`src/rtl/ccd_line_reader.sv`:
```
// ccd_line_reader: exposure/readout sequencer for a linear sensor and its pipelined ADC.
// Define CCD_PEAK_DETECT_EN to enable the running-peak tracker on peak_val/peak_idx.
module ccd_line_reader #(
    parameter int PIXEL_COUNT = 512,
    parameter int CLK_DIV     = 4,
    parameter int ADC_LATENCY = 2,
    parameter int GAP_LEN     = 8
) (
    input  logic        clk,
    input  logic        rst,
    input  logic        start,
    input  logic [15:0] exp_len,
    input  logic [9:0]  adc_data,
    output logic        sens_clk,
    output logic        adc_clk,
    output logic        exposure,
    output logic        laser,
    output logic [9:0]  pix_data,
    output logic [9:0]  pix_idx,
    output logic        pix_valid,
    output logic        frame_done,
    output logic        busy,
    output logic [9:0]  peak_val,
    output logic [9:0]  peak_idx
);

    localparam int          PW       = (CLK_DIV > 2) ? $clog2(CLK_DIV) : 1;
    localparam logic [PW-1:0] PH_LAST = PW'(CLK_DIV - 1);
    localparam logic [PW-1:0] PH_HALF = PW'(CLK_DIV / 2);
    localparam logic [10:0] PER_LAST = 11'(PIXEL_COUNT + ADC_LATENCY - 1);
    localparam logic [10:0] LAT      = 11'(ADC_LATENCY);
    localparam logic [15:0] GAP_LAST = 16'((GAP_LEN > 0) ? GAP_LEN - 1 : 0);

    typedef enum logic [2:0] {S_IDLE, S_EXPOSE, S_GAP, S_READ, S_DONE} state_t;

    state_t       state_q, state_d;
    logic [15:0]  cnt_q, cnt_d;
    logic [15:0]  exp_q, exp_d;
    logic [PW-1:0] phase_q, phase_d;
    logic [10:0]  period_q, period_d;
    logic [9:0]   pix_data_q, pix_data_d;
    logic [9:0]   pix_idx_q, pix_idx_d;
    logic         pix_valid_q, pix_valid_d;
    logic         done_q, done_d;
    logic         accept;

    always_ff @(posedge clk or posedge rst) begin
        if (rst) begin
            state_q     <= S_IDLE;
            cnt_q       <= '0;
            exp_q       <= '0;
            phase_q     <= '0;
            period_q    <= '0;
            pix_data_q  <= '0;
            pix_idx_q   <= '0;
            pix_valid_q <= 1'b0;
            done_q      <= 1'b0;
        end else begin
            state_q     <= state_d;
            cnt_q       <= cnt_d;
            exp_q       <= exp_d;
            phase_q     <= phase_d;
            period_q    <= period_d;
            pix_data_q  <= pix_data_d;
            pix_idx_q   <= pix_idx_d;
            pix_valid_q <= pix_valid_d;
            done_q      <= done_d;
        end
    end

    always_comb begin
        state_d     = state_q;
        cnt_d       = cnt_q;
        exp_d       = exp_q;
        phase_d     = phase_q;
        period_d    = period_q;
        pix_data_d  = pix_data_q;
        pix_idx_d   = pix_idx_q;
        pix_valid_d = 1'b0;
        done_d      = 1'b0;
        accept      = 1'b0;
        case (state_q)
            S_IDLE: begin
                // done_q is the frame_done cycle: a start there must not launch a frame
                if (start && !done_q) begin
                    accept   = 1'b1;
                    exp_d    = (exp_len == 16'd0) ? 16'd1 : exp_len;
                    cnt_d    = '0;
                    phase_d  = '0;
                    period_d = '0;
                    state_d  = S_EXPOSE;
                end
            end
            S_EXPOSE: begin
                if (cnt_q == exp_q - 16'd1) begin
                    cnt_d   = '0;
                    state_d = (GAP_LEN == 0) ? S_READ : S_GAP;
                end else begin
                    cnt_d = cnt_q + 16'd1;
                end
            end
            S_GAP: begin
                if (cnt_q == GAP_LAST) begin
                    cnt_d   = '0;
                    state_d = S_READ;
                end else begin
                    cnt_d = cnt_q + 16'd1;
                end
            end
            S_READ: begin
                if (phase_q == PH_LAST) begin
                    phase_d = '0;
                    // sample from period n is pixel n-ADC_LATENCY; earlier periods only fill the pipe
                    if (period_q >= LAT) begin
                        pix_valid_d = 1'b1;
                        pix_data_d  = adc_data;
                        pix_idx_d   = 10'(period_q - LAT);
                    end
                    if (period_q == PER_LAST) begin
                        state_d = S_DONE;
                    end else begin
                        period_d = period_q + 11'd1;
                    end
                end else begin
                    phase_d = phase_q + PW'(1);
                end
            end
            S_DONE: begin
                done_d  = 1'b1;
                state_d = S_IDLE;
            end
            default: state_d = S_IDLE;
        endcase
    end

    assign sens_clk   = (state_q == S_READ) && (phase_q < PH_HALF);
    assign adc_clk    = (state_q == S_READ) && !(phase_q < PH_HALF);
    assign exposure   = (state_q == S_EXPOSE);
    assign laser      = (state_q == S_EXPOSE);
    assign busy       = (state_q != S_IDLE);
    assign frame_done = done_q;
    assign pix_data   = pix_data_q;
    assign pix_idx    = pix_idx_q;
    assign pix_valid  = pix_valid_q;

`ifdef CCD_PEAK_DETECT_EN
    logic [9:0] run_val_q, run_idx_q, peak_val_q, peak_idx_q;
    logic [9:0] cand_val, cand_idx;

    // The last pixel is valid during DONE, so the published peak folds it in via cand_*
    always_comb begin
        cand_val = run_val_q;
        cand_idx = run_idx_q;
        if (pix_valid_q && (pix_data_q > run_val_q)) begin
            cand_val = pix_data_q;
            cand_idx = pix_idx_q;
        end
    end

    always_ff @(posedge clk or posedge rst) begin
        if (rst) begin
            run_val_q  <= '0;
            run_idx_q  <= '0;
            peak_val_q <= '0;
            peak_idx_q <= '0;
        end else begin
            if (accept) begin
                run_val_q <= '0;
                run_idx_q <= '0;
            end else begin
                run_val_q <= cand_val;
                run_idx_q <= cand_idx;
            end
            if (state_q == S_DONE) begin
                peak_val_q <= cand_val;
                peak_idx_q <= cand_idx;
            end
        end
    end

    assign peak_val = peak_val_q;
    assign peak_idx = peak_idx_q;
`else
    assign peak_val = '0;
    assign peak_idx = '0;
`endif

endmodule
```
`config.mk`:
```
export PLATFORM = sky130hd
export DESIGN_NAME = ccd_line_reader
export DESIGN_NICKNAME = d
export VERILOG_FILES = /design/src/rtl/ccd_line_reader.sv
export SDC_FILE = /design/constraint.sdc
export NUM_CORES = 1
export LEC_CHECK = 0
export BUFFER_PORTS_ARGS = -buffer_cell sky130_fd_sc_hd__buf_2
export CAP_MARGIN = 5
export CORE_ASPECT_RATIO = 1.75
export CORE_UTILIZATION = 25
export CTS_CLUSTER_SIZE = 20
export DETAILED_ROUTE_END_ITERATION = 10
export PLACE_DENSITY = 0.51
export RECOVER_POWER = 100
export SLEW_MARGIN = 25
export SYNTH_ARGS = -nofsm -noshare
export SYNTH_HDL_FRONTEND = slang
export SYNTH_SLANG_ARGS = --single-unit
```
`constraint.sdc`:
```
create_clock -name clk -period 4.2 [get_ports clk]
set_input_delay 0.42 -clock clk [delete_from_list [all_inputs] [get_ports clk]]
set_output_delay 0.42 -clock clk [all_outputs]
set_load 0.03 [all_outputs]
```
==> results <==
- The I/O pin count is 76.
- The start-to-end type of the worst setup path is reg -> reg.
- The antenna diode instance count is 0.
- The share of async-settable or async-resettable flops after synthesis is 100%.
- Registers take 1750 µm².
- The number of iterations in the first detailed-routing pass is 4.
- The commonest register cell after synthesis is dfrtp_1.
- The top-area cell type share of the netlist area is 41.6%.
- Once detailed placement completed, the half-perimeter wirelength came to 7870 µm.
- The highest achievable clock rate is 281 MHz.
- Of the total power, the share spent switching nets is 39.4%.
- The total internal power is 0.00152 W.
- The worst setup path is launched from a flop.
- In this run the post-CTS setup repair buffer count came out at 0.
- Of all nets on the critical path, the largest fanout is 28.
- The number of hold-slack violations in the final timing report is 0.
- The core region is 16400 µm².
- The number of antenna violations at the first check in global routing was 0.
- The multi-input combinational cells in the finished layout cover a total of 2210 µm².
- Setup violations remaining at the end of the flow were counted as 0.
- Setup repair after global routing left no endpoint under its margin.
- Summed over all nets, the switching power comes to 0.000992 W.
- The sequential power share is 38.5%.
- After synthesis, the cell types taking the most area are dfrtp_1 (42%), mux2_2 (7.0%), xnor2_1 (5.0%).
- The final layout contains 528 nets.
- In the layout the commonest cells are dfrtp_1 (70), nor2_1 (41), nand2_1 (32).
- The number of enable flip-flop cells after synthesis is 0.
- For this design, the CTS-stage hold fixing added 0 buffers.
- Traced cell by cell, the critical path runs through inv_1 -> ha_1 -> nor4b_2 -> nand3_1 -> a2111oi_0 -> nor3_1 -> a2111oi_4 -> o21ai_2 -> clkbuf_2 -> and3_1 -> a221o_1.
- The power share of the clock group is 28.5%.
- The slowest stage of the critical path belongs to the cell nor4b_2.
- In this run the cell area of the synthesized design comes to 4210 µm².
- The worst-case IR drop observed on VDD is 171 µV.
- Combinational logic is responsible for 33.0% of the overall power.
- The final critical-path required period is 3550 ps.
- The number of buffers on the longest clock path is 2.
- The die covers 17400 µm².
- The most common cell after layout, fill and taps aside is dfrtp_1.
- The library cell occupying the most area in the post-synthesis netlist is dfrtp_1.
- The routed length per placed instance is 14.5 µm.
- After global routing the overflow that remains totals 0.
- The final number of max-transition violations is 73.
- The power per cell area is 519 nW/µm².
- The post-route clock period utilization is 84.6%.
- The final reports fail on capacitance limit, slew limit.
- The critical path's largest stage delay is 520 ps.
- During synthesis, Yosys emitted a total of 0 warnings.
- After detailed routing, the number of vias per cell comes to 4.70.
- The count of state elements after synthesis is 70.
- The worst setup path is captured at a flop.
- The width of the die is 100 µm.
- The data required time at the worst endpoint is 4420 ps.
- The number of cells upsized or downsized after cts is 0.
- The die height is 174 µm.
- The count of filler cells inserted in the layout is 1773.
- The worst setup slack after placement is 898 ps.
- The later-pin clock latency in the skew report is 330 ps.
- Clock-pin slew was measured on the worst setup and hold paths at 60 ps.
- The first global-routing pass estimated 17300 µm of wire.
- Global routing consumed, over all layers together, 12.8% of the routing resources.
- The detail route stage leaves a number of antenna-violating nets equal to 0.
- The setup TNS after final layout is 0 ps.
- The deepest level of the CTS H-tree is 3.
- The routed design has 10500 µm of wire.
- The mean post-synth cell area is 9.42 µm².
- The via count of the first global-routing pass came to 3408.
- TritonCTS built the clock tree.
- The proportion of layout cells with a drive suffix above 1 is 17.3%.
- After technology mapping, the gate count stands at 447.
- The floorplan has 62 rows.
- The buffer cell driving the clock tree root is clkbuf_16.
- The pin count of the biggest net entering global routing is 39.
- Summing over every cut layer, the via total after detailed routing is 3385.
- The tightest slew margin relative to the limit is -19.3%.
- The detailed-route DRC error count is 0.
- The run finished, with violations left.
- Data on the critical path arrives at its endpoint at 3770 ps.
- Synthesis instantiated 58 different standard cells from the library.
- The leakage power is 2.04 nW.
- The setup skew after layout is 8.54 ps.
- Max-cap violations in this run came to 2.
- Hold timing on the final database bottoms out at a slack of 315 ps.
- The number of I/O port buffers is 55.
- The starting density of the core is 25.6%.
- The congestion estimate from routability-driven global placement came to 0.912.
- The worst min-delay path category is in -> reg.
- The initial detailed-routing violation count is 159.
- For the pin with the worst max-slew slack, the measured transition is 1790 ps.
- The area growth from synthesis to layout is 15.3%.
- The number of sinks on the clock net is 70.
- The number of CTS-inserted buffers is 9.
- The worst path meets setup with 646 ps of slack.
- The share of synthesized area occupied by flip-flops and latches is 41.6%.
==> critical path: cells and delay by family, from the launching register on <==
kind | cells | cell delay (ps)
and+or+nand+nor | 4 | 1130
adders and majority gates | 1 | 220
AOI/OAI and AO/OA | 4 | 1180
buffers and inverters | 2 | 430
DFF | 1 | 460
==> final timing paths <==
kind | cells after the start | slack (ps) | endpoint | from
max in group asynchronous | 3 | 1320 | period_q[10] | rst
setup reg to reg | 11 | 650 | cnt_q[5] | exp_q[0]
hold / removal | 2 | 310 | pix_data[8] | adc_data[8]
min in group asynchronous | 2 | 530 | pix_data[8] | rst
setup / recovery | 11 | 650 | cnt_q[5] | exp_q[0]
hold reg to reg | 1 | 500 | phase_q[0] | phase_q[0]
==> sequential cells by signal, summed over array words and instances (netlist names) <==
name,flops
cnt_q,16
exp_q,16
frame_done,1
period_q,11
phase_q,2
pix_data,10
pix_idx,10
pix_valid,1
state_q,3
==> layer usage <==
| layer | part of all wire, % | global-route usage, % | vias up |
|---|---|---|---|
| met4 | 4.0 | 6.58 | 0 |
| met2 | 56 | 24.7 | 101 |
| li1 | - | - | 1633 |
| met1 | 36 | 12.6 | 1623 |
| met3 | 4.0 | 2.50 | 28 |
| met5 | 0 | 0 | - |
==> final cells by class <==
class | count | share of cell area, %
clock buffers | 9 | 4.64
clock inverters | 7 | 1.16
inverters | 15 | 1.16
multi-input cells | 334 | 45.5
flip-flops and latches | 70 | 36.1
well taps | 224 | 5.78
repair buffers | 61 | 5.62
==> power groups by stage <==
| stage | sequential (W) | combinational, W | clock (W) |
|---|---|---|---|
| finish | 0.000969 | 0.000830 | 0.000718 |
| global route | 0.000987 | 0.000918 | 0.000771 |
| CTS | 0.000967 | 0.000843 | 0.000749 |
| detailed placement | 0.000980 | 0.000842 | 0 |
| global placement | 0.000970 | 0.000833 | 0 |
| floorplan | 0.000885 | 0.000720 | 0 |
==> cell families (layout without fill, tap and decap cells) <==
group,count (synthesis),count (layout),share of synthesized area [%]
buffers and inverters,62,92,7.64
DFF,70,70,41.6
AOI/OAI and AO/OA,77,77,13.3
adders and majority gates,8,8,2.38
muxes,30,30,7.91
and+or+nand+nor,171,171,21.3
other,1,20,0.0891
xor gates and xnor gates,28,28,5.83
==> synth_stat cells, types with 4 or more instances <==
master and n:
dfrtp_1 70, nor2_1 42, nand2_1 32, mux2_2 26, a21oi_1 24, xnor2_1 24, clkbuf_1 23, buf_4 21
nor3_1 17, inv_1 15, nand3_1 14, o21ai_0 14, nor4_1 11, and3_1 8, ha_1 8, nand4_1 7
o31ai_1 7, nand3b_1 6, a221o_1 5, nand2b_1 5, or3_1 5, mux2i_1 4, nor2b_1 4, xor2_1 4
==> through the flow <==
stage | cells | instance area, µm² | utilization [%] | total power, W
2_1_floorplan | 466 | 4280 | - | 0.00161
3_3_place_gp | 704 | 4620 | 28.1 | 0.00180
3_5_place_dp | 704 | 4620 | 28.1 | 0.00182
4_1_cts | 720 | 4900 | 29.8 | 0.00256
5_1_grt | 720 | 4850 | 29.5 | 0.00268
6_report | 720 | 4850 | 29.5 | 0.00252
Note: power is estimated with default switching activity, not from simulation.
